[config.mk]
export PLATFORM = sky130hd
export DESIGN_NAME = vec_mac_flat
export DESIGN_NICKNAME = d
export VERILOG_FILES = /design/src/rtl/vec_mac_if.sv /design/src/rtl/vec_mac.sv /design/src/flat_wrapper.sv
export SDC_FILE = /design/constraint.sdc
export NUM_CORES = 1
export LEC_CHECK = 0
export ABC_AREA = 1
export BUFFER_PORTS_ARGS = -buffer_cell sky130_fd_sc_hd__clkbuf_2
export CAP_MARGIN = 20
export CORE_MARGIN = 3
export CORE_UTILIZATION = 35
export CTS_CLUSTER_DIAMETER = 30
export CTS_CLUSTER_SIZE = 28
export DETAILED_ROUTE_END_ITERATION = 8
export HOLD_SLACK_MARGIN = 0.15
export PLACE_DENSITY_LB_ADDON = 0.25
export SYNTH_ARGS = -nofsm -noshare
export SYNTH_HDL_FRONTEND = slang
export SYNTH_SLANG_ARGS = --single-unit
[constraint.sdc]
create_clock -name clock -period 7 [get_ports clock]
set_input_delay 1.4 -clock clock [delete_from_list [all_inputs] [get_ports clock]]
set_output_delay 1.4 -clock clock [all_outputs]
set_load 0.1 [all_outputs]
[src/rtl/vec_mac_if.sv]
// vec_mac_if -- operand stream, control and result bus of vec_mac.
//
// slave  (vec_mac side): receives act_in, wgt_in, in_valid, flush and
//                        out_ready; drives in_ready, result, out_valid, count.
// master (source/sink) : the mirror image of slave.
//
// VEC_LEN and ACC_W must match the vec_mac instance on the slave side.
interface vec_mac_if #(
  parameter int VEC_LEN = 16,
  parameter int ACC_W   = 24
);
  localparam int CNT_W = $clog2(VEC_LEN) + 1;

  logic [7:0]       act_in;
  logic [7:0]       wgt_in;
  logic             in_valid;
  logic             in_ready;
  logic             flush;
  logic [ACC_W-1:0] result;
  logic             out_valid;
  logic             out_ready;
  logic [CNT_W-1:0] count;

  modport slave (
    input  act_in, wgt_in, in_valid, flush, out_ready,
    output in_ready, result, out_valid, count
  );

  modport master (
    output act_in, wgt_in, in_valid, flush, out_ready,
    input  in_ready, result, out_valid, count
  );
endinterface

[src/rtl/vec_mac.sv]
// vec_mac -- signed 8x8 multiply-accumulate over VEC_LEN element pairs.
//
// Ports:
//   clock  : rising-edge clock for all state
//   rst    : synchronous, active-high reset
//   bus    : vec_mac_if.slave
//              act_in/wgt_in/in_valid/in_ready : operand pair handshake
//              flush                           : abort the partial dot product
//              result/out_valid/out_ready      : result handshake
//              count                           : pairs accepted in current vector
//
// Build option: VEC_MAC_RELU_EN -- when defined, a negative final sum is
// written to result as zero. The accumulator is unaffected either way.
//
// state | meaning
// ------+------------------------------------------------------------
// ACCUM | accepting pairs (in_ready=1); flush clears the partial sum
// HOLD  | result valid (out_valid=1); waits for out_ready, ignores flush
module vec_mac #(
  parameter int VEC_LEN = 16,
  parameter int ACC_W   = 24
) (
  input  logic      clock,
  input  logic      rst,
  vec_mac_if.slave  bus
);
  localparam int CNT_W = $clog2(VEC_LEN) + 1;
  localparam logic [CNT_W-1:0] LAST = CNT_W'(VEC_LEN - 1);

  typedef enum logic {
    ACCUM = 1'b0,
    HOLD  = 1'b1
  } state_t;

  state_t           state_q, state_d;
  logic [ACC_W-1:0] acc_q, acc_d;
  logic [ACC_W-1:0] res_q, res_d;
  logic [CNT_W-1:0] cnt_q, cnt_d;

  logic signed [7:0]  act_s;
  logic signed [7:0]  wgt_s;
  logic signed [15:0] prod;
  logic [ACC_W-1:0]   prod_ext;
  logic [ACC_W-1:0]   sum;
  logic [ACC_W-1:0]   final_sum;

  // The true product of two signed bytes always fits in 16 bits, so a
  // 16x16 multiply truncated to 16 bits is exact.
  assign act_s    = $signed(bus.act_in);
  assign wgt_s    = $signed(bus.wgt_in);
  assign prod     = 16'(act_s) * 16'(wgt_s);
  assign prod_ext = {{(ACC_W-16){prod[15]}}, prod};
  assign sum      = acc_q + prod_ext;

`ifdef VEC_MAC_RELU_EN
  assign final_sum = sum[ACC_W-1] ? '0 : sum;
`else
  assign final_sum = sum;
`endif

  always_comb begin
    state_d = state_q;
    acc_d   = acc_q;
    cnt_d   = cnt_q;
    res_d   = res_q;
    case (state_q)
      ACCUM: begin
        // flush wins over a pair presented in the same cycle
        if (bus.flush) begin
          acc_d = '0;
          cnt_d = '0;
        end else if (bus.in_valid) begin
          if (cnt_q == LAST) begin
            res_d   = final_sum;
            acc_d   = '0;
            cnt_d   = '0;
            state_d = HOLD;
          end else begin
            acc_d = sum;
            cnt_d = cnt_q + CNT_W'(1);
          end
        end
      end
      HOLD: begin
        if (bus.out_ready) state_d = ACCUM;
      end
      default: state_d = ACCUM;
    endcase
  end

  always_ff @(posedge clock) begin
    if (rst) begin
      state_q <= ACCUM;
      acc_q   <= '0;
      cnt_q   <= '0;
      res_q   <= '0;
    end else begin
      state_q <= state_d;
      acc_q   <= acc_d;
      cnt_q   <= cnt_d;
      res_q   <= res_d;
    end
  end

  // Handshake flags come straight from the state, so the HOLD-exit cycle
  // still shows in_ready=0 and no pair can slip in there.
  assign bus.in_ready  = (state_q == ACCUM);
  assign bus.out_valid = (state_q == HOLD);
  assign bus.result    = res_q;
  assign bus.count     = cnt_q;
endmodule

[src/flat_wrapper.sv]
// flat-port wrapper written by rule: the top's interface ports become plain ports
module vec_mac_flat 
#(
  parameter int VEC_LEN = 16,
  parameter int ACC_W   = 24
)
  (clock, rst, bus_act_in, bus_wgt_in, bus_in_valid, bus_flush, bus_out_ready, bus_in_ready, bus_result, bus_out_valid, bus_count);
  vec_mac_if #(.VEC_LEN(VEC_LEN), .ACC_W(ACC_W)) bus_i ();
  input  logic clock;
  input  logic rst;
  input wire logic [$bits(bus_i.act_in)-1:0] bus_act_in;
  input wire logic [$bits(bus_i.wgt_in)-1:0] bus_wgt_in;
  input wire logic [$bits(bus_i.in_valid)-1:0] bus_in_valid;
  input wire logic [$bits(bus_i.flush)-1:0] bus_flush;
  input wire logic [$bits(bus_i.out_ready)-1:0] bus_out_ready;
  output wire logic [$bits(bus_i.in_ready)-1:0] bus_in_ready;
  output wire logic [$bits(bus_i.result)-1:0] bus_result;
  output wire logic [$bits(bus_i.out_valid)-1:0] bus_out_valid;
  output wire logic [$bits(bus_i.count)-1:0] bus_count;
  assign bus_i.act_in = bus_act_in;
  assign bus_i.wgt_in = bus_wgt_in;
  assign bus_i.in_valid = bus_in_valid;
  assign bus_i.flush = bus_flush;
  assign bus_i.out_ready = bus_out_ready;
  assign bus_in_ready = bus_i.in_ready;
  assign bus_result = bus_i.result;
  assign bus_out_valid = bus_i.out_valid;
  assign bus_count = bus_i.count;
  vec_mac #(.VEC_LEN(VEC_LEN), .ACC_W(ACC_W)) u_core (.clock(clock), .rst(rst), .bus(bus_i));
endmodule
==> flow_summary.html, run 1 <==
<table>
<tr><th>Metric</th><th>Value</th></tr>
<tr><th colspan="2">Critical path</th></tr>
<tr><td>Most frequent cell on the critical path</td><td>sky130_fd_sc_hd__inv_1</td></tr>
<tr><td>Worst reg-to-reg setup slack</td><td>~4.5 ns</td></tr>
<tr><td>Critical path's top delay family</td><td>adder cells</td></tr>
<tr><td>Critical path endpoint category</td><td>flip-flop</td></tr>
<tr><td>Combined buffer and inverter count along the critical path</td><td>9</td></tr>
<tr><td>Slowest stage delay, CP</td><td>0.58 ns</td></tr>
<tr><td>Maximum net fanout on the critical path</td><td>7</td></tr>
<tr><td>Worst Path Class, Setup</td><td>primary input to flip-flop</td></tr>
<tr><td>Required arrival time at the worst endpoint</td><td>7.20 ns</td></tr>
<tr><td>Source of the worst register-to-register timing path</td><td>u_core.bus.count[0]$_SDFFE_PP0P_</td></tr>
<tr><td>Kind of launch point of the worst setup path</td><td>primary input</td></tr>
<tr><td>Critical path's slowest cell</td><td>sky130_fd_sc_hd__fa_1</td></tr>
<tr><td>Data arrival time at the worst-slack endpoint</td><td>6.78 ns</td></tr>
<tr><td>Register-to-Register Path Depth</td><td>8</td></tr>
<tr><td>Reg-to-Reg End</td><td>u_core.bus.result[12]$_SDFFE_PP0P_</td></tr>
<tr><td>Startpoint of the worst setup timing path</td><td>bus_wgt_in[7]</td></tr>
<tr><th colspan="2">Placed design</th></tr>
<tr><td>HPWL after DPL</td><td>around 13000 um</td></tr>
<tr><td>Post-placement setup slack</td><td>-0.0519 ns</td></tr>
<tr><td>Placer Congestion</td><td>~0.90</td></tr>
<tr><td>Number of buffers added on ports</td><td>51</td></tr>
<tr><td>Placed Instances</td><td>~1200</td></tr>
<tr><th colspan="2">Logic synthesis</th></tr>
<tr><td>Post-Syn Nets</td><td>between 1000 and 1500</td></tr>
<tr><td>Library cell occupying the most area in the post-synthesis netlist</td><td>sky130_fd_sc_hd__fa_1</td></tr>
<tr><td>Yosys warnings</td><td>0</td></tr>
<tr><td>Proportion of synthesized chip area in sequential cells</td><td>roughly 17%</td></tr>
<tr><td>Synthesized area divided by synthesized cell count</td><td>between 6 and 7 sq um</td></tr>
<tr><td>Number of cells produced by synthesis</td><td>938</td></tr>
<tr><td>Count of cell types in the netlist</td><td>38</td></tr>
<tr><td>Post-synthesis async set-or-reset flop share</td><td>0%</td></tr>
<tr><td>Number of enable flip-flop cells after synthesis</td><td>0</td></tr>
<tr><td>Dominant register cell in the synthesized netlist</td><td>sky130_fd_sc_hd__dfxtp_1</td></tr>
<tr><td>Total of flip-flops plus latches after synthesis</td><td>54</td></tr>
<tr><td>Post-synth top area share</td><td>17.9%</td></tr>
<tr><td>Synthesized area</td><td>roughly 0.0063 sq mm</td></tr>
<tr><td>Top area cells in the synthesized netlist</td><td>sky130_fd_sc_hd__fa_1, sky130_fd_sc_hd__dfxtp_1, sky130_fd_sc_hd__nand2_1, sky130_fd_sc_hd__inv_1, sky130_fd_sc_hd__ha_1</td></tr>
<tr><th colspan="2">Worst hold path</th></tr>
<tr><td>Worst Hold Launch</td><td>u_core.bus.count[4]$_SDFFE_PP0P_</td></tr>
<tr><td>Hold crit path type</td><td>flip-flop to flip-flop</td></tr>
<tr><td>Worst Hold Path Cells</td><td>2</td></tr>
<tr><td>Sink of the worst hold path</td><td>u_core.bus.count[4]$_SDFFE_PP0P_</td></tr>
<tr><th colspan="2">Detailed routing</th></tr>
<tr><td>Iteration-0 DRC count of the detailed router</td><td>290</td></tr>
<tr><td>Via count</td><td>about 5800</td></tr>
<tr><td>Remaining antenna violation count after routing</td><td>0</td></tr>
<tr><td>Post-DR wirelength/cell</td><td>between 10 and 15 um</td></tr>
<tr><td>Detailed-routing iteration count for the pre-antenna-repair pass</td><td>5</td></tr>
<tr><td>DRC violations left</td><td>0</td></tr>
<tr><td>Routed WL</td><td>roughly 16000 um</td></tr>
<tr><td>Routed via count divided by cell count</td><td>~4.6</td></tr>
<tr><th colspan="2">Clocking</th></tr>
<tr><td>Clock tree root buffer cell</td><td>sky130_fd_sc_hd__clkbuf_16</td></tr>
<tr><td>Number of buffers added by the clock tree synthesis step</td><td>5</td></tr>
<tr><td>CTS sink cnt</td><td>54</td></tr>
<tr><td>Clock latency on the worst-skew pair</td><td>between 0.3 and 0.4 ns</td></tr>
<tr><td>Clock transition at the registers of the reported paths</td><td>~0.08 ns</td></tr>
<tr><td>Number of H-tree branching levels</td><td>2</td></tr>
<tr><td>Clock tree buffer depth</td><td>2</td></tr>
<tr><td>CTS tree</td><td>built</td></tr>
<tr><th colspan="2">Floorplan</th></tr>
<tr><td>Core area</td><td>about 0.017 sq mm</td></tr>
<tr><td>Std-Cell Rows</td><td>48</td></tr>
<tr><td>Number of I/O pins</td><td>52</td></tr>
<tr><td>Initial standard-cell utilization of the core</td><td>between 30% and 40%</td></tr>
<tr><td>Die area</td><td>0.0195 sq mm</td></tr>
<tr><td>Die width</td><td>roughly 140 um</td></tr>
<tr><td>Floorplan die height</td><td>around 140 um</td></tr>
<tr><th colspan="2">STA</th></tr>
<tr><td>Achievable clock frequency</td><td>approximately 150 MHz</td></tr>
<tr><td>Maximum clock skew at final layout</td><td>~0.010 ns</td></tr>
<tr><td>Normalized max-slew margin</td><td>37.6%</td></tr>
<tr><td>Transition time at the pin with the least slew margin</td><td>between 0.9 and 1 ns</td></tr>
<tr><td>Worst Setup Slack, final</td><td>roughly 0.42 ns</td></tr>
<tr><td>Final Cycle Share</td><td>93.9%</td></tr>
<tr><td>Total negative slack for setup checks</td><td>0 ns</td></tr>
<tr><td>Period minus WS final</td><td>6.58 ns</td></tr>
<tr><td>Unrepaired setup endpoints after global routing</td><td>no</td></tr>
<tr><td>Final count of pins violating max slew</td><td>0</td></tr>
<tr><td>Setup violation total in the final timing report</td><td>0</td></tr>
<tr><td>Hold WS</td><td>~0.46 ns</td></tr>
<tr><td>Hold Violations, Final</td><td>0</td></tr>
<tr><th colspan="2">Layout</th></tr>
<tr><td>Layout net count</td><td>between 1000 and 1500</td></tr>
<tr><td>Fraction of layout cells with a size suffix above 1</td><td>between 10% and 20%</td></tr>
<tr><td>Layout Area Growth over Synthesis</td><td>17.1%</td></tr>
<tr><td>Total of fill cells in the finished design</td><td>between 1500 and 2000</td></tr>
<tr><td>Antenna cells</td><td>0</td></tr>
<tr><td>Final Instance Count excl. Fillers</td><td>around 1300</td></tr>
<tr><td>Commonest cells after routing, fill and taps aside</td><td>sky130_fd_sc_hd__nand2_1, sky130_fd_sc_hd__inv_1, sky130_fd_sc_hd__nor2_1, sky130_fd_sc_hd__a21oi_1, sky130_fd_sc_hd__buf_4</td></tr>
<tr><td>Leading cell type in the layout, fill and taps excluded</td><td>sky130_fd_sc_hd__nand2_1</td></tr>
<tr><th colspan="2">GRT</th></tr>
<tr><td>Overall global routing resource usage</td><td>between 15 and 20%</td></tr>
<tr><td>Maximum number of pins on one net before global-route repair</td><td>40</td></tr>
<tr><td>Number of global-route vias before repair</td><td>5879</td></tr>
<tr><td>First-pass GRT wire length</td><td>approximately 28000 um</td></tr>
<tr><td>Overflow left after global routing</td><td>0</td></tr>
<tr><td>Antenna violations before repair</td><td>0</td></tr>
<tr><th colspan="2">Power</th></tr>
<tr><td>Lkg Pwr</td><td>4.20 nW</td></tr>
<tr><td>Power consumption</td><td>between 0.003 and 0.004 W</td></tr>
<tr><td>Power Dens Cells</td><td>527 mW/mm^2</td></tr>
<tr><td>Largest voltage drop on the vdd net</td><td>about 210 uV</td></tr>
<tr><th colspan="2">Run status</th></tr>
<tr><td>Result of the run</td><td>completed</td></tr>
<tr><th colspan="2">Job</th></tr>
<tr><td>Count of max-cap constraint violations</td><td>0</td></tr>
</table>
routing by layer:
metal,vias up,wire [um],global-route usage (%)
met5,-,0,0
met4,0,194,3.11
met3,12,657,2.16
met2,113,6970,27.6
met1,2640,8170,24.9
li1,3016,-,-
synthesized netlist by cell type, types with 3 or more instances:
master                       n
sky130_fd_sc_hd__nand3b_1    6
sky130_fd_sc_hd__nor3_1      6
sky130_fd_sc_hd__buf_2       5
sky130_fd_sc_hd__dfxtp_1    54
sky130_fd_sc_hd__o21bai_1    3
sky130_fd_sc_hd__xor2_1     11
sky130_fd_sc_hd__inv_1     222
sky130_fd_sc_hd__ha_1       55
sky130_fd_sc_hd__fa_1       56
sky130_fd_sc_hd__nand4_1     7
sky130_fd_sc_hd__nor2_1     77
sky130_fd_sc_hd__clkbuf_1   21
sky130_fd_sc_hd__nand2_2     4
sky130_fd_sc_hd__nand3_1    37
sky130_fd_sc_hd__xnor2_1     7
sky130_fd_sc_hd__o211ai_1    8
sky130_fd_sc_hd__nand2_1   240
sky130_fd_sc_hd__a21o_1      3
sky130_fd_sc_hd__a21oi_1    63
sky130_fd_sc_hd__o21ai_0    31
sequential cells by signal, indices dropped and copies added, names as in the netlist:
register              count
u_core.bus.count          5
u_core.acc_q             24
u_core.bus.out_valid      1
u_core.bus.result        24
power breakdown:
group | leakage [nW] | total (W) | switching (W) | internal (W)
sequential | 0.437 | 0.000373 | 0.0000262 | 0.000347
clock | 0.0794 | 0.000278 | 0.000131 | 0.000147
combinational | 3.69 | 0.00321 | 0.00191 | 0.00130
total | 4.20 | 0.00386 | 0.00207 | 0.00180
how the worst max path moves through the flow:
stage | to | cells after the start
4_1_cts | u_core.bus.result[19]$_SDFFE_PP0P_ | 38
2_1_floorplan | u_core.bus.result[22]$_SDFFE_PP0P_ | 31
5_1_grt | u_core.bus.result[19]$_SDFFE_PP0P_ | 36
3_5_place_dp | u_core.bus.result[19]$_SDFFE_PP0P_ | 38
3_3_place_gp | u_core.bus.result[21]$_SDFFE_PP0P_ | 30
6_report | u_core.bus.result[20]$_SDFFE_PP0P_ | 30
stage by stage:
stage	utilization (%)	area [sq um]
3_5_place_dp	40.9	7120
6_report	42.1	7330
3_3_place_gp	40.9	7120
5_1_grt	42.1	7330
2_1_floorplan	-	6250
4_1_cts	41.8	7270
cell families after synthesis:
family          after synthesis  synth area share, %
flops                        54                 17.3
xor+xnor                     18                 2.52
simple gates                387                 25.7
compound gates              117                 10.3
buf+inv                     251                 15.3
fa+ha+maj                   111                 28.9
area by class of cell:
cell class | count | area [sq um] | share of cell area, %
inverters | 223 | 837 | 11.4
repair buffers | 110 | 698 | 9.53
flip-flops and latches | 54 | 1080 | 14.8
clock inverters | 2 | 20.0 | 0.273
clock buffers | 6 | 139 | 1.90
multi-input cells | 633 | 4270 | 58.3
well taps | 225 | 282 | 3.84
timing repair:
| item | 4_1_cts | 5_1_grt |
|---|---|---|
| hold buffers | 0 | 0 |
| endpoints found under the setup margin | 0 | 14 |
| gates resized for setup | 0 | 9 |
| setup buffers | 0 | 0 |
worst register-to-register path, delay by kind of cell (launching register included):
family / cells / cell delay, ns
AND/OR/NAND/NOR: 4 / 0.96
buffers and inverters: 2 / 0.48
flip-flops: 1 / 0.43
AO/OA/AOI/OAI: 1 / 0.35
adder cells (fa/ha/maj): 1 / 0.20
No activity file was read; power rests on OpenSTA's default activity.
==> run 2: changes to the inputs <==
--- a/config.mk
+++ b/config.mk
@@ -14,7 +14,7 @@
 export CTS_CLUSTER_SIZE = 28
 export DETAILED_ROUTE_END_ITERATION = 8
 export HOLD_SLACK_MARGIN = 0.15
-export PLACE_DENSITY_LB_ADDON = 0.25
+export PLACE_DENSITY_LB_ADDON = 0.2
 export SYNTH_ARGS = -nofsm -noshare
 export SYNTH_HDL_FRONTEND = slang
 export SYNTH_SLANG_ARGS = --single-unit
==> flow_summary.html, run 2 (synthesis gave the netlist of run 1 again) <==
<table>
<tr><th>Metric</th><th>Value</th></tr>
<tr><th colspan="2">Layout</th></tr>
<tr><td>Commonest cells after routing, fill and taps aside</td><td>sky130_fd_sc_hd__nand2_1, sky130_fd_sc_hd__inv_1, sky130_fd_sc_hd__nor2_1, sky130_fd_sc_hd__a21oi_1</td></tr>
<tr><td>Layout net count</td><td>around 1200</td></tr>
<tr><td>Antenna cells</td><td>0</td></tr>
<tr><td>Fraction of layout cells with a size suffix above 1</td><td>13.2%</td></tr>
<tr><td>Final Instance Count excl. Fillers</td><td>roughly 1300</td></tr>
<tr><td>Layout Area Growth over Synthesis</td><td>17.1%</td></tr>
<tr><td>Layout Utilization</td><td>a little over two fifths</td></tr>
<tr><td>Leading cell type in the layout, fill and taps excluded</td><td>sky130_fd_sc_hd__nand2_1</td></tr>
<tr><th colspan="2">STA</th></tr>
<tr><td>Setup violation total in the final timing report</td><td>0</td></tr>
<tr><td>Normalized max-slew margin</td><td>38.9%</td></tr>
<tr><td>Unrepaired setup endpoints after global routing</td><td>no</td></tr>
<tr><td>Final count of pins violating max slew</td><td>0</td></tr>
<tr><td>Worst Setup Slack, final</td><td>0.466 ns</td></tr>
<tr><td>Final Cycle Share</td><td>slightly above 90%</td></tr>
<tr><td>Maximum clock skew at final layout</td><td>0.00930 ns</td></tr>
<tr><td>Hold WS</td><td>between 0.4 and 0.5 ns</td></tr>
<tr><td>Achievable clock frequency</td><td>153 MHz</td></tr>
<tr><td>Hold Violations, Final</td><td>0</td></tr>
<tr><td>Transition time at the pin with the least slew margin</td><td>around 0.92 ns</td></tr>
<tr><td>Period minus WS final</td><td>roughly 6.5 ns</td></tr>
<tr><th colspan="2">Clocking</th></tr>
<tr><td>CTS tree</td><td>built</td></tr>
<tr><td>Clock tree buffer depth</td><td>2</td></tr>
<tr><td>Post-CTS setup buffer count</td><td>0</td></tr>
<tr><td>CTS sink cnt</td><td>54</td></tr>
<tr><td>Clock transition at the registers of the reported paths</td><td>~0.070 ns</td></tr>
<tr><td>Clock tree root buffer cell</td><td>sky130_fd_sc_hd__clkbuf_16</td></tr>
<tr><td>Number of buffers added by the clock tree synthesis step</td><td>5</td></tr>
<tr><td>Number of H-tree branching levels</td><td>2</td></tr>
<tr><td>Clock latency on the worst-skew pair</td><td>roughly 0.30 ns</td></tr>
<tr><th colspan="2">Run status</th></tr>
<tr><td>Result of the run</td><td>completed</td></tr>
<tr><th colspan="2">Floorplan</th></tr>
<tr><td>Std-Cell Rows</td><td>48</td></tr>
<tr><td>Core area</td><td>0.0174 sq mm</td></tr>
<tr><td>Die area</td><td>0.0195 sq mm</td></tr>
<tr><td>Initial standard-cell utilization of the core</td><td>35.9%</td></tr>
<tr><td>Floorplan die height</td><td>roughly 140 um</td></tr>
<tr><td>Die width</td><td>140 um</td></tr>
<tr><td>Number of I/O pins</td><td>between 50 and 60</td></tr>
<tr><th colspan="2">GRT</th></tr>
<tr><td>Overflow left after global routing</td><td>0</td></tr>
<tr><td>Met3 usage</td><td>1.72%</td></tr>
<tr><td>Number of global-route vias before repair</td><td>roughly 5800</td></tr>
<tr><td>Maximum number of pins on one net before global-route repair</td><td>40</td></tr>
<tr><td>Busiest layer in global routing</td><td>met2</td></tr>
<tr><td>Global-route track usage on met2</td><td>~28%</td></tr>
<tr><td>First-pass GRT wire length</td><td>between 20000 and 30000 um</td></tr>
<tr><td>Overall global routing resource usage</td><td>between 10% and 20%</td></tr>
<tr><td>Met1 Resource Use GR</td><td>between 20 and 30%</td></tr>
<tr><td>Antenna violations before repair</td><td>0</td></tr>
<tr><th colspan="2">Placed design</th></tr>
<tr><td>HPWL after DPL</td><td>around 14000 um</td></tr>
<tr><td>Post-placement setup slack</td><td>-0.0806 ns</td></tr>
<tr><td>Placed Instances</td><td>roughly 1200</td></tr>
<tr><td>Number of buffers added on ports</td><td>51</td></tr>
<tr><td>Placer Congestion</td><td>just over 0.9</td></tr>
<tr><th colspan="2">Power</th></tr>
<tr><td>Power consumption</td><td>0.00382 W</td></tr>
<tr><td>Internal power of the cells</td><td>0.00179 W</td></tr>
<tr><td>Power Dens Cells</td><td>521 mW/mm^2</td></tr>
<tr><td>Lkg Pwr</td><td>around 4.2 nW</td></tr>
<tr><td>Switching share of power</td><td>between 50% and 60%</td></tr>
<tr><td>Comb pwr share</td><td>slightly above 80%</td></tr>
<tr><td>Part of the power in the clock network</td><td>7.7%</td></tr>
<tr><td>Net Switching</td><td>0.00203 W</td></tr>
<tr><td>Sequential share of power</td><td>9.8%</td></tr>
<tr><td>Largest voltage drop on the vdd net</td><td>~240 uV</td></tr>
<tr><th colspan="2">Worst hold path</th></tr>
<tr><td>Worst Hold Path Cells</td><td>2</td></tr>
<tr><td>Hold crit path type</td><td>flip-flop to flip-flop</td></tr>
<tr><th colspan="2">Detailed routing</th></tr>
<tr><td>Detailed-routing iteration count for the pre-antenna-repair pass</td><td>5</td></tr>
<tr><td>DRC violations left</td><td>0</td></tr>
<tr><td>Routed WL</td><td>between 15000 and 20000 um</td></tr>
<tr><td>Routed via count divided by cell count</td><td>4.59</td></tr>
<tr><td>Post-DR wirelength/cell</td><td>13.0 um</td></tr>
<tr><td>Remaining antenna violation count after routing</td><td>0</td></tr>
<tr><td>Iteration-0 DRC count of the detailed router</td><td>281</td></tr>
<tr><td>Via count</td><td>around 5700</td></tr>
<tr><th colspan="2">Critical path</th></tr>
<tr><td>Slowest stage delay, CP</td><td>~0.55 ns</td></tr>
<tr><td>Critical path's slowest cell</td><td>sky130_fd_sc_hd__fa_1</td></tr>
<tr><td>Data arrival time at the worst-slack endpoint</td><td>approximately 6.7 ns</td></tr>
<tr><td>Maximum net fanout on the critical path</td><td>11</td></tr>
<tr><td>Worst Path Class, Setup</td><td>primary input to flip-flop</td></tr>
<tr><td>Critical path endpoint category</td><td>flip-flop</td></tr>
<tr><td>Required arrival time at the worst endpoint</td><td>between 7 and 8 ns</td></tr>
<tr><td>Register-to-Register Path Depth</td><td>8</td></tr>
<tr><td>Kind of launch point of the worst setup path</td><td>primary input</td></tr>
<tr><th colspan="2">Job</th></tr>
<tr><td>Count of max-cap constraint violations</td><td>0</td></tr>
</table>
## run 2: changes by cell type in the layout (fill, tap and decap cells not counted), sizes merged
cell      before  now
clkinvlp       0    1
bufinv         0    1
inv          224  222
buf           59   56
## run 2: layer usage
metal | part of all wire, % | vias up | wire length (um)
met3 | 3.5 | 14 | 564
met2 | 43 | 89 | 6990
met5 | 0 | - | 0
met4 | 1.1 | 0 | 178
met1 | 52 | 2619 | 8470
li1 | - | 3011 | -
## run 2: layout make-up
cell class | instances | area (sq um)
clock buffers | 6 | 129
clock inverters | 2 | 37.5
fillers | 1887 | 10100
inverters | 223 | 837
multi-input cells | 633 | 4280
flip-flops and latches | 54 | 1080
well taps | 225 | 282
repair buffers | 107 | 676
## run 2: worst max-delay path, delay by kind of cell
family | cells | cell delay [ns]
AOI/OAI and AO/OA | 1 | 0.11
buffers and inverters | 8 | 0.51
adders and majority gates | 6 | 2.82
and+or+nand+nor | 15 | 1.88
## run 2: path summary, 6_finish.rpt
kind                                                        from                                 end  slack [ns]
worst max register to register  u_core.bus.count[0]$_SDFFE_PP0P_  u_core.bus.result[12]$_SDFFE_PP0P_        4.51
worst max-delay path                               bus_wgt_in[7]  u_core.bus.result[18]$_SDFFE_PP0P_        0.47
worst min-delay path            u_core.bus.count[4]$_SDFFE_PP0P_    u_core.bus.count[4]$_SDFFE_PP0P_        0.47
worst min register to register  u_core.bus.count[4]$_SDFFE_PP0P_    u_core.bus.count[4]$_SDFFE_PP0P_        0.47
## run 2: power by group through the flow
stage / combinational [W] / clock, W / sequential, W
global placement: 0.00307 / 0 / 0.000379
floorplan: 0.00201 / 0 / 0.000376
CTS: 0.00307 / 0.000298 / 0.000373
global route: 0.00357 / 0.000310 / 0.000381
finish: 0.00315 / 0.000293 / 0.000376
detailed placement: 0.00304 / 0 / 0.000380
## run 2: timing repair
item,4_1_cts,5_1_grt
endpoints found under the hold margin,0,0
hold buffers,0,0
gates resized for setup,0,11
setup endpoints to repair,0,18
## run 2: stage by stage
step	instance area, sq um	TNS (ns)
final	7320	0
after global routing	7320	0
after CTS	7260	0
after detailed placement	7090	-0.125
after global placement	7090	0
after floorplan	6250	0
==> run 3: changes to the inputs <==
--- a/config.mk
+++ b/config.mk
@@ -6,13 +6,13 @@
 export NUM_CORES = 1
 export LEC_CHECK = 0
 export ABC_AREA = 1
-export BUFFER_PORTS_ARGS = -buffer_cell sky130_fd_sc_hd__clkbuf_2
 export CAP_MARGIN = 20
 export CORE_MARGIN = 3
 export CORE_UTILIZATION = 35
 export CTS_CLUSTER_DIAMETER = 30
 export CTS_CLUSTER_SIZE = 28
 export DETAILED_ROUTE_END_ITERATION = 8
+export DONT_BUFFER_PORTS = 1
 export HOLD_SLACK_MARGIN = 0.15
 export PLACE_DENSITY_LB_ADDON = 0.2
 export SYNTH_ARGS = -nofsm -noshare
==> flow_summary.html, run 3 (synthesis gave the netlist of run 1 again) <==
<table>
<tr><th>Metric</th><th>Value</th></tr>
<tr><th colspan="2">Floorplan</th></tr>
<tr><td>Std-Cell Rows</td><td>between 40 and 50</td></tr>
<tr><td>Number of I/O pins</td><td>between 50 and 60</td></tr>
<tr><td>Die area</td><td>between 0.015 and 0.02 sq mm</td></tr>
<tr><td>Floorplan die height</td><td>140 um</td></tr>
<tr><td>Core area</td><td>between 0.015 and 0.02 sq mm</td></tr>
<tr><td>Initial standard-cell utilization of the core</td><td>a little over a third</td></tr>
<tr><td>Die width</td><td>~140 um</td></tr>
<tr><th colspan="2">Critical path</th></tr>
<tr><td>Data arrival time at the worst-slack endpoint</td><td>6.70 ns</td></tr>
<tr><td>Reg-to-Reg End</td><td>u_core.bus.result[12]$_SDFFE_PP0P_</td></tr>
<tr><td>Most frequent cell on the critical path</td><td>sky130_fd_sc_hd__nand2_1</td></tr>
<tr><td>Critical path's top delay family</td><td>adder cells</td></tr>
<tr><td>Kind of launch point of the worst setup path</td><td>primary input</td></tr>
<tr><td>Worst Path Class, Setup</td><td>primary input to flip-flop</td></tr>
<tr><td>Combined buffer and inverter count along the critical path</td><td>9</td></tr>
<tr><td>Source of the worst register-to-register timing path</td><td>u_core.bus.count[0]$_SDFFE_PP0P_</td></tr>
<tr><td>Worst reg-to-reg setup slack</td><td>between 3 and 4 ns</td></tr>
<tr><td>Required arrival time at the worst endpoint</td><td>just over 7 ns</td></tr>
<tr><td>Maximum net fanout on the critical path</td><td>4</td></tr>
<tr><td>Slowest stage delay, CP</td><td>~0.54 ns</td></tr>
<tr><td>Register-to-Register Path Depth</td><td>8</td></tr>
<tr><td>Critical path's slowest cell</td><td>sky130_fd_sc_hd__fa_1</td></tr>
<tr><td>Critical path endpoint category</td><td>flip-flop</td></tr>
<tr><th colspan="2">Clocking</th></tr>
<tr><td>CTS sink cnt</td><td>54</td></tr>
<tr><td>Clock latency on the worst-skew pair</td><td>0.30 ns</td></tr>
<tr><td>Gates resized, CTS repair</td><td>0</td></tr>
<tr><td>CTS tree</td><td>built</td></tr>
<tr><td>Clock tree buffer depth</td><td>2</td></tr>
<tr><td>Post-cts hold buffer count</td><td>0</td></tr>
<tr><td>Post-CTS setup buffer count</td><td>0</td></tr>
<tr><td>Number of H-tree branching levels</td><td>2</td></tr>
<tr><td>Clock transition at the registers of the reported paths</td><td>0.07 ns</td></tr>
<tr><td>Clock tree root buffer cell</td><td>sky130_fd_sc_hd__clkbuf_16</td></tr>
<tr><td>Number of buffers added by the clock tree synthesis step</td><td>5</td></tr>
<tr><th colspan="2">STA</th></tr>
<tr><td>Hold WS</td><td>~0.47 ns</td></tr>
<tr><td>Final Cycle Share</td><td>93.0%</td></tr>
<tr><td>Setup violation total in the final timing report</td><td>0</td></tr>
<tr><td>Normalized max-slew margin</td><td>27.5%</td></tr>
<tr><td>Maximum clock skew at final layout</td><td>0.00539 ns</td></tr>
<tr><td>Period minus WS final</td><td>6.51 ns</td></tr>
<tr><td>Achievable clock frequency</td><td>~150 MHz</td></tr>
<tr><td>Hold Violations, Final</td><td>0</td></tr>
<tr><td>Final count of pins violating max slew</td><td>0</td></tr>
<tr><td>Unrepaired setup endpoints after global routing</td><td>no</td></tr>
<tr><td>Transition time at the pin with the least slew margin</td><td>1.09 ns</td></tr>
<tr><th colspan="2">Layout</th></tr>
<tr><td>Total of fill cells in the finished design</td><td>roughly 1900</td></tr>
<tr><td>Antenna cells</td><td>0</td></tr>
<tr><td>Layout Area Growth over Synthesis</td><td>8.32%</td></tr>
<tr><td>Final Instance Count excl. Fillers</td><td>approximately 1200</td></tr>
<tr><td>Layout Utilization</td><td>roughly 40%</td></tr>
<tr><td>Leading cell type in the layout, fill and taps excluded</td><td>sky130_fd_sc_hd__nand2_1</td></tr>
<tr><td>Commonest cells after routing, fill and taps aside</td><td>sky130_fd_sc_hd__nand2_1, sky130_fd_sc_hd__inv_1, sky130_fd_sc_hd__nor2_1, sky130_fd_sc_hd__a21oi_1, sky130_fd_sc_hd__fa_1</td></tr>
<tr><td>Fraction of layout cells with a size suffix above 1</td><td>between 4 and 5%</td></tr>
<tr><td>Layout net count</td><td>1072</td></tr>
<tr><th colspan="2">Power</th></tr>
<tr><td>Comb pwr share</td><td>81.4%</td></tr>
<tr><td>Largest voltage drop on the vdd net</td><td>193 uV</td></tr>
<tr><td>Power Dens Cells</td><td>530 mW/mm^2</td></tr>
<tr><td>Switching share of power</td><td>a little under three fifths</td></tr>
<tr><td>Internal power of the cells</td><td>0.00160 W</td></tr>
<tr><td>Net Switching</td><td>0.00199 W</td></tr>
<tr><td>Sequential share of power</td><td>between 10% and 20%</td></tr>
<tr><td>Part of the power in the clock network</td><td>roughly 8%</td></tr>
<tr><td>Lkg Pwr</td><td>about 3.8 nW</td></tr>
<tr><th colspan="2">Detailed routing</th></tr>
<tr><td>DRC violations left</td><td>0</td></tr>
<tr><td>Detailed-routing iteration count for the pre-antenna-repair pass</td><td>6</td></tr>
<tr><td>Via count</td><td>around 5500</td></tr>
<tr><td>Remaining antenna violation count after routing</td><td>0</td></tr>
<tr><td>Post-DR wirelength/cell</td><td>13.6 um</td></tr>
<tr><td>Iteration-0 DRC count of the detailed router</td><td>about 290</td></tr>
<tr><td>Routed via count divided by cell count</td><td>between 4 and 5</td></tr>
<tr><td>Routed WL</td><td>around 16000 um</td></tr>
<tr><th colspan="2">Placed design</th></tr>
<tr><td>Placed Instances</td><td>~1200</td></tr>
<tr><td>Placer Congestion</td><td>approximately 0.94</td></tr>
<tr><td>Number of buffers added on ports</td><td>0</td></tr>
<tr><td>HPWL after DPL</td><td>13000 um</td></tr>
<tr><th colspan="2">GRT</th></tr>
<tr><td>Antenna violations before repair</td><td>0</td></tr>
<tr><td>Overflow left after global routing</td><td>0</td></tr>
<tr><td>Overall global routing resource usage</td><td>16.7%</td></tr>
<tr><td>Maximum number of pins on one net before global-route repair</td><td>40</td></tr>
<tr><td>Number of global-route vias before repair</td><td>approximately 5400</td></tr>
<tr><td>First-pass GRT wire length</td><td>27100 um</td></tr>
<tr><th colspan="2">Job</th></tr>
<tr><td>Count of max-cap constraint violations</td><td>0</td></tr>
<tr><th colspan="2">Worst hold path</th></tr>
<tr><td>Worst Hold Path Cells</td><td>2</td></tr>
<tr><td>Hold crit path type</td><td>flip-flop to flip-flop</td></tr>
<tr><td>Sink of the worst hold path</td><td>u_core.acc_q[21]$_SDFFE_PP0P_</td></tr>
<tr><td>Worst Hold Launch</td><td>u_core.acc_q[21]$_SDFFE_PP0P_</td></tr>
<tr><th colspan="2">Run status</th></tr>
<tr><td>Result of the run</td><td>completed</td></tr>
</table>
-- run 3: cell count changes in the layout (fill, tap and decap cells not counted) --
cell / previous run / this run
sky130_fd_sc_hd__buf_4: 56 / 23
sky130_fd_sc_hd__nor3_1: 5 / 6
sky130_fd_sc_hd__ha_2: 1 / 0
sky130_fd_sc_hd__clkbuf_2: 51 / 0
sky130_fd_sc_hd__o21ai_1: 1 / 0
sky130_fd_sc_hd__a21boi_1: 1 / 0
sky130_fd_sc_hd__ha_1: 50 / 54
sky130_fd_sc_hd__ha_4: 4 / 1
sky130_fd_sc_hd__o21ai_0: 30 / 31
sky130_fd_sc_hd__a21boi_0: 0 / 1
sky130_fd_sc_hd__nor3_2: 1 / 0
-- run 3: area by class of cell --
type                    count  area, sq um  area share, %
well taps                 225          282           4.16
flip-flops and latches     54         1080           16.0
clock inverters             2         37.5          0.554
clock buffers               6          129           1.90
inverters                 223          837           12.4
repair buffers             23          173           2.55
multi-input cells         633         4240           62.5
-- run 3: stage by stage --
step	power, W	setup WS (ns)	setup TNS (ns)	cell area, sq um
6_report	0.00359	0.490	0	6780
4_1_cts	0.00358	0.300	0	6760
5_1_grt	0.00401	0.00910	0	6780
2_1_floorplan	0.00239	0.347	0	6250
3_5_place_dp	0.00326	-0.0308	-0.0308	6590
3_3_place_gp	0.00329	0.0488	0	6590
-- run 3: worst max-delay path by stage --
stage	startpoint	end	cells after the start	slack (ns)
finish	bus_wgt_in[7]	u_core.bus.result[19]$_SDFFE_PP0P_	36	0.49
global route	bus_wgt_in[7]	u_core.bus.result[18]$_SDFFE_PP0P_	31	0.009
CTS	bus_wgt_in[7]	u_core.bus.result[18]$_SDFFE_PP0P_	32	0.30
detailed placement	bus_wgt_in[7]	u_core.bus.result[18]$_SDFFE_PP0P_	32	-0.03
global placement	bus_wgt_in[7]	u_core.bus.result[18]$_SDFFE_PP0P_	32	0.05
floorplan	bus_act_in[0]	u_core.bus.result[22]$_SDFFE_PP0P_	31	0.35
-- run 3: power by group through the flow --
stage	clock [W]	sequential, W	combinational (W)
after detailed placement	0	0.000385	0.00288
after global routing	0.000308	0.000382	0.00332
after CTS	0.000298	0.000378	0.00290
final	0.000290	0.000378	0.00292
after global placement	0	0.000384	0.00290
after floorplan	0	0.000376	0.00201
-- run 3: worst register-to-register path: stages, from the launching register on --
cell and delay [ns]:
sky130_fd_sc_hd__dfxtp_1 1.04, sky130_fd_sc_hd__ha_1 0.31, sky130_fd_sc_hd__nand2_1 0.08, sky130_fd_sc_hd__nor2_2 0.20, sky130_fd_sc_hd__nand2_1 0.11, sky130_fd_sc_hd__nor2_4 0.66
sky130_fd_sc_hd__inv_1 0.41, sky130_fd_sc_hd__o31ai_1 0.33, sky130_fd_sc_hd__inv_1 0.06
-- run 3: metal layers --
metal	wire, um	vias to the layer above	GRT usage (%)
met3	980	8	2.65
met2	6700	118	25.9
li1	-	2851	-
met1	8080	2513	25.1
met5	0	-	0
met4	127	0	2.70
